$ cat config.mk
export PLATFORM = sky130hd
export DESIGN_NAME = fetch_unit
export DESIGN_NICKNAME = d
export VERILOG_FILES = /design/src/rtl/fetch_unit.sv
export SDC_FILE = /design/constraint.sdc
export NUM_CORES = 1
export LEC_CHECK = 0
export ABC_AREA = 1
export CAP_MARGIN = 20
export CORE_MARGIN = 3
export CORE_UTILIZATION = 43
export DETAILED_ROUTE_END_ITERATION = 10
export GPL_TIMING_DRIVEN = 0
export PLACE_DENSITY = 0.82
export REMOVE_ABC_BUFFERS = 1
export SLEW_MARGIN = 20
export SYNTH_ARGS = -nofsm -noshare
export SYNTH_HDL_FRONTEND = slang
export SYNTH_SLANG_ARGS = --single-unit
$ cat constraint.sdc
create_clock -name CLK -period 3.96 [get_ports CLK]
set_clock_uncertainty 0.15 [all_clocks]
set_input_delay 0.792 -clock CLK [delete_from_list [all_inputs] [get_ports CLK]]
set_output_delay 0.792 -clock CLK [all_outputs]
set_load 0.02 [all_outputs]
$ cat src/rtl/fetch_unit.sv
// Instruction fetch stage and IF/ID pipeline latch for the five-stage MIPS pipeline.
// Defining FETCH_HALT_EN makes an all-ones instruction word halt fetching until a redirect.
module fetch_unit #(
    parameter logic [31:0] PC_INIT   = 32'h0000_0000,
    parameter logic [31:0] NOP_INSTR = 32'h0000_0000
) (
    input  logic        CLK,
    input  logic        nRST,
    input  logic        ihit,
    input  logic [31:0] imemload,
    output logic        iREN,
    output logic [31:0] imemaddr,
    input  logic        stall,
    input  logic        redirect,
    input  logic [31:0] redirect_pc,
    output logic [31:0] instr_out,
    output logic [31:0] npc_out,
    output logic        valid_out,
    output logic [31:0] fetch_cnt
);

    logic [31:0] pc_q,    pc_d;
    logic [31:0] instr_q, instr_d;
    logic [31:0] npc_q,   npc_d;
    logic        valid_q, valid_d;
    logic [31:0] cnt_q,   cnt_d;
    logic        halted;
    logic        accept;

    // An icache word is only taken when nothing of higher priority claims the cycle.
    assign accept = ihit && !redirect && !stall && !halted;

`ifdef FETCH_HALT_EN
    localparam logic [31:0] HALT_WORD = 32'hFFFF_FFFF;

    typedef enum logic {
        RUN,
        HALTED
    } state_t;

    state_t state_q, state_d;

    always_ff @(posedge CLK or negedge nRST) begin
        if (!nRST) begin
            state_q <= RUN;
        end else begin
            state_q <= state_d;
        end
    end

    always_comb begin
        state_d = state_q;
        if (redirect) begin
            state_d = RUN;
        end else if (accept && (imemload == HALT_WORD)) begin
            state_d = HALTED;
        end
    end

    assign halted = (state_q == HALTED);
`else
    assign halted = 1'b0;
`endif

    always_comb begin
        pc_d    = pc_q;
        instr_d = instr_q;
        npc_d   = npc_q;
        valid_d = valid_q;
        cnt_d   = cnt_q;
        if (redirect) begin
            pc_d    = redirect_pc;
            instr_d = NOP_INSTR;
            npc_d   = 32'h0000_0000;
            valid_d = 1'b0;
        end else if (stall) begin
            pc_d = pc_q;
        end else if (accept) begin
            instr_d = imemload;
            npc_d   = pc_q + 32'd4;
            valid_d = 1'b1;
            pc_d    = pc_q + 32'd4;
            cnt_d   = cnt_q + 32'd1;
        end else begin
            // Miss, or halted with decode free: present a bubble, keep npc for debug.
            instr_d = NOP_INSTR;
            valid_d = 1'b0;
        end
    end

    always_ff @(posedge CLK or negedge nRST) begin
        if (!nRST) begin
            pc_q    <= PC_INIT;
            instr_q <= NOP_INSTR;
            npc_q   <= 32'h0000_0000;
            valid_q <= 1'b0;
            cnt_q   <= 32'h0000_0000;
        end else begin
            pc_q    <= pc_d;
            instr_q <= instr_d;
            npc_q   <= npc_d;
            valid_q <= valid_d;
            cnt_q   <= cnt_d;
        end
    end

    assign iREN      = nRST && !halted;
    assign imemaddr  = pc_q;
    assign instr_out = instr_q;
    assign npc_out   = npc_q;
    assign valid_out = valid_q;
    assign fetch_cnt = cnt_q;

endmodule
==> reports/results.tsv, run 1 <==
metric	value	unit
status	complete, no violations	
num_rows	44	
core_area	14600	µm²
r2r.worst_path.cells	8	
p_sw	1.15	mW
powerDensity	428	nW/µm²
finalCriticalPeriod	3550	ps
route.detailed.drc	0	
postSynthAreaPerCell	8.18	µm²
n_antenna_cell	0	
fin_crit_sh	89.6	%
grt_util_all_layers	22.5	%
worst_slew_pin_slew	1120	ps
final_cell_mix	nand2_1, clkdlybuf4s50_1, dfrtp_1	
final_common_cell	nand2_1	
gr-total-overflow	0	
finalSetupViolCount	0	
drt_first_pass_iters	7	
portBuffers	198	
worst-setup-path-type	input pin to flip-flop	
synthArstFlopShare	100	%
post_cts_buffers	0	
final_cells	1176	
synth_cells	786	
antenna_found_initial	0	
start_util	44.0	%
route.vias.total	6118	
placed_area	8550	µm²
report.final.slew_viol_count	0	
switching_share	29.4	%
ys_seq_area_share	50.2	%
final_layout_size_suffix_gt1_share	7.16	%
critPathMaxFanout	69	
grt_start_max_net_pins	87	
pwr-share-clk	40.6	%
die_h	128	µm
drt_iter0_drc	393	
synth_edf_count	0	
cp-end-kind	flip-flop	
synth_ff_type	dfrtp_1	
routed_via_density	5.20	
ioPinCount	199	
clk_latency	410	ps
fmax	282	MHz
p_leak	4.16	nW
drt_wl_total	18600	µm
syn_to_final_growth	42.8	%
hold_class	input pin to asynchronous set/reset pin	
clockBufferDepth	2	
netlist_area	6430	µm²
numCtsBuffers	17	
gp_congestion	0.931	
dpl.hpwl	12900	µm
peakVddDrop	0.000307	V
combPwrFrac	19.7	%
drt.antenna.violating_nets	0	
hold_buffers	0	
dp.cells	1142	
routedWlPerCell	15.8	µm
drv_cap	0	
cts.sinks	129	
synth.distinct_cells	34	
cts_tree	done	
power_frac_seq	39.7	%
start_kind	input pin	
hold_violations	0	
relSlewSlack	25.6	%
h-tree-depth	4	
stdcell_area	9170	µm²
ys_warn_count	0	
cp.required	4060	ps
grt_pass1_wl	29500	µm
worst_ep_arrival_time	3650	ps
die-area	16400	µm²
rsz0062_at_grt	no	
cts_root_buffer	clkbuf_16	
cts.reportedPaths.clkPinSlew	60	ps
internal_power	2.78	mW
die_x	128	µm
ys_seq_elements	129	
final_nets	1050	
grt_pass1_vias	6027	
-- final timing paths --
| path | to | startpoint | slack (ps) |
|---|---|---|---|
| min in group CLK | npc_out[25] | npc_out[25] | 330 |
| hold reg to reg | npc_out[25] | npc_out[25] | 330 |
| hold / removal | npc_out[2] | nRST | 120 |
| setup reg to reg | npc_out[30] | imemaddr[3] | 1970 |
| max in group asynchronous | instr_out[8] | nRST | 2820 |
| setup / recovery | npc_out[1] | redirect | 410 |
-- per-stage QoR --
step / utilization (%) / setup slack, ps / power, mW / setup TNS [ps] / hold slack (ps)
2_1_floorplan: - / 783 / 1.92 / 0 / 346
3_3_place_gp: 58.2 / -3820 / 2.34 / -596270 / 312
3_5_place_dp: 58.6 / -454 / 2.35 / -7790 / 315
4_1_cts: 62.8 / 132 / 3.95 / 0 / 124
5_1_grt: 62.9 / 220 / 4.10 / 0 / 139
6_report: 62.9 / 412 / 3.93 / 0 / 121
-- power groups by stage --
stage               clock, mW  combinational [mW]  sequential [mW]
floorplan                   0               0.227             1.69
global placement            0               0.757             1.58
detailed placement          0               0.774             1.58
CTS                      1.62               0.779             1.56
global route             1.68               0.843             1.58
finish                   1.60               0.774             1.56
-- cells in the mapped netlist (3+ instances only) --
cell type  instances  area, µm²
o21a_1             6       45.0
nor2_1            57        214
xnor2_1            4       35.0
a32o_1            32        320
nand3_1           60        300
nor2_4             8       90.1
nor3_2             6       60.1
nor2_2             4       25.0
nor3_1            18       90.1
buf_2             14       70.1
nand2_2            4       25.0
dfrtp_1          129       3230
nand4_1            9       56.3
o21ai_0           31        155
clkbuf_1           9       33.8
inv_1             69        259
buf_4              3       22.5
xor2_1            16        140
inv_2              6       22.5
nand2_1          275       1030
o211ai_1           5       37.5
o21ai_1            5       25.0
a21oi_1            3       15.0
-- area by class of cell --
class                           instances  area (µm²)
Multi-Input combinational cell        556        2790
Clock inverter                         11         128
Inverter                               75         288
Clock buffer                           21         480
Tap cell                              184         230
Sequential cell                       129        3230
Timing Repair Buffer                  200        2030
Fill cell                            1229        5420
-- sequential cells by signal, indices dropped and copies added (netlist names) --
register / count
fetch_cnt: 32
imemaddr: 32
valid_out: 1
instr_out: 32
npc_out: 32
-- cell families (layout without fill, tap and decap cells) --
family / after synthesis / after routing / synth area share (%)
buf+inv: 103 / 307 / 6.58
flops: 129 / 129 / 50.2
xor+xnor: 20 / 20 / 2.73
fa+ha+maj: 2 / 2 / 0.389
compound gates: 85 / 85 / 9.68
simple gates: 447 / 449 / 30.4
-- worst max-delay path: stages --
cell and delay (ps):
buf_2 320, buf_16 220, clkinv_2 530, nand3_4 400, inv_6 240, nor2_2 930
o21ai_0 160
-- routing by layer --
layer / GRT usage, % / up-vias / wire length (µm)
met5: 0 / - / 0
met4: 9.30 / 0 / 520
met3: 6.63 / 44 / 1540
met2: 36.5 / 225 / 8800
met1: 28.2 / 2880 / 7710
li1: - / 2969 / -
-- repair_timing --
item,CTS,global route
setup endpoints to repair,2,14
pin swaps,0,1
cloned,0,2
resized for setup,1,1
(Power assumes the default switching activity.)
==> run 2, diff against run 1 <==
CORE_UTILIZATION = 44   (was 43)
PLACE_DENSITY = 0.83   (was 0.82)
SLEW_MARGIN = default   (was 20)
==> reports/results.tsv, run 2 (synthesized netlist as in run 1, its figures left out) <==
metric	value	unit
status	complete, no violations	
clk_latency	410	ps
num_rows	43	
worst-setup-path-type	input pin to flip-flop	
start_util	45.6	%
cts.sinks	129	
hold_violations	0	
timing.final.ws_setup	165	ps
final_layout_size_suffix_gt1_share	6.85	%
antenna_found_initial	1	
final_cells	1173	
start_kind	input pin	
hold_ws	189	ps
cts.reportedPaths.clkPinSlew	50	ps
relSlewSlack	29.2	%
die_h	127	µm
gp_congestion	0.912	
hold_buffers	0	
n_antenna_cell	0	
drt_iter0_drc	454	
portBuffers	198	
gr-total-overflow	0	
numCtsBuffers	17	
drt_first_pass_iters	5	
route.vias.total	6118	
n_fill_cell	1193	
dp_slack	-960	ps
cp.required	4100	ps
routedWlPerCell	16.0	µm
fmax	264	MHz
grt_pass1_vias	5970	
syn_to_final_growth	42.9	%
finalCriticalPeriod	3800	ps
peakVddDrop	0.000290	V
final.setup.tns	0	ps
final_nets	1051	
power	3.96	mW
grt_start_max_net_pins	75	
final_cell_mix	nand2_1, clkdlybuf4s50_1, dfrtp_1	
grt_util_all_layers	23.8	%
report.final.slew_viol_count	0	
drt.antenna.violating_nets	0	
core_area	14100	µm²
die_x	127	µm
dp.cells	1139	
drv_cap	0	
critPathMaxFanout	39	
worst_ep_arrival_time	3940	ps
final_common_cell	nand2_1	
h-tree-depth	4	
worst_slew_pin_slew	1060	ps
cts_tree	done	
dpl.hpwl	13300	µm
route.detailed.drc	0	
grt_pass1_wl	30600	µm
cp-end-kind	flip-flop	
hold_class	input pin to asynchronous set/reset pin	
routed_via_density	5.22	
cts_root_buffer	clkbuf_16	
powerDensity	432	nW/µm²
post_cts_buffers	0	
ioPinCount	199	
die-area	16100	µm²
drt_wl_total	18800	µm
clockBufferDepth	2	
finalSetupViolCount	0	
p_leak	4.18	nW
fin_crit_sh	95.8	%
rsz0062_at_grt	yes	
-- run 2: metrics by stage --
stage	instance area (µm²)	util (%)
2_1_floorplan	6280	-
3_3_place_gp	8490	60.2
3_5_place_dp	8550	60.7
4_1_cts	9170	65.1
5_1_grt	9180	65.1
6_report	9180	65.1
-- run 2: critical path: stages --
cell and delay (ps):
clkdlybuf4s50_1 740, buf_8 320, inv_2 70, nand3_4 150, inv_2 550, buf_12 290
nor2_4 120, inv_2 420, o21ai_0 230, o21ai_0 150, nand2_1 70
-- run 2: routing by layer --
metal / GRT usage [%] / part of all wire [%]
met3: 7.49 / 7.3
met4: 6.62 / 1.7
met5: 0 / 0.069
met1: 30.2 / 42
met2: 39.3 / 49
-- run 2: layout make-up --
class	count	area [µm²]	share of cell area, %
inverters	75	284	3.09
multi-input cells	556	2790	30.4
clock inverters	11	161	1.76
flip-flops and latches	129	3230	35.2
well taps	180	225	2.45
repair buffers	201	2040	22.3
clock buffers	21	450	4.91
-- run 2: path summary, 6_finish.rpt --
check	from	end	slack [ps]	cells past startpoint
worst max-delay path	stall	imemaddr[10]	160	11
worst min-delay path	nRST	npc_out[3]	190	1
worst max register to register	imemaddr[3]	imemaddr[30]	1960	8
worst min register to register	npc_out[21]	npc_out[21]	330	2
max in group asynchronous	nRST	instr_out[8]	2740	2
min in group CLK	npc_out[21]	npc_out[21]	330	2
-- run 2: what timing repair did --
item / 4_1_cts / 5_1_grt
pin swaps: 1 / 1
cloned: 1 / 1
resized for setup: 1 / 1
setup endpoints to repair: 23 / 18
-- run 2: where the power goes --
part / total [mW] / internal, mW / switching (mW)
registers: 1.56 / 1.43 / 0.131
logic: 0.778 / 0.350 / 0.428
clock network: 1.62 / 1.06 / 0.557
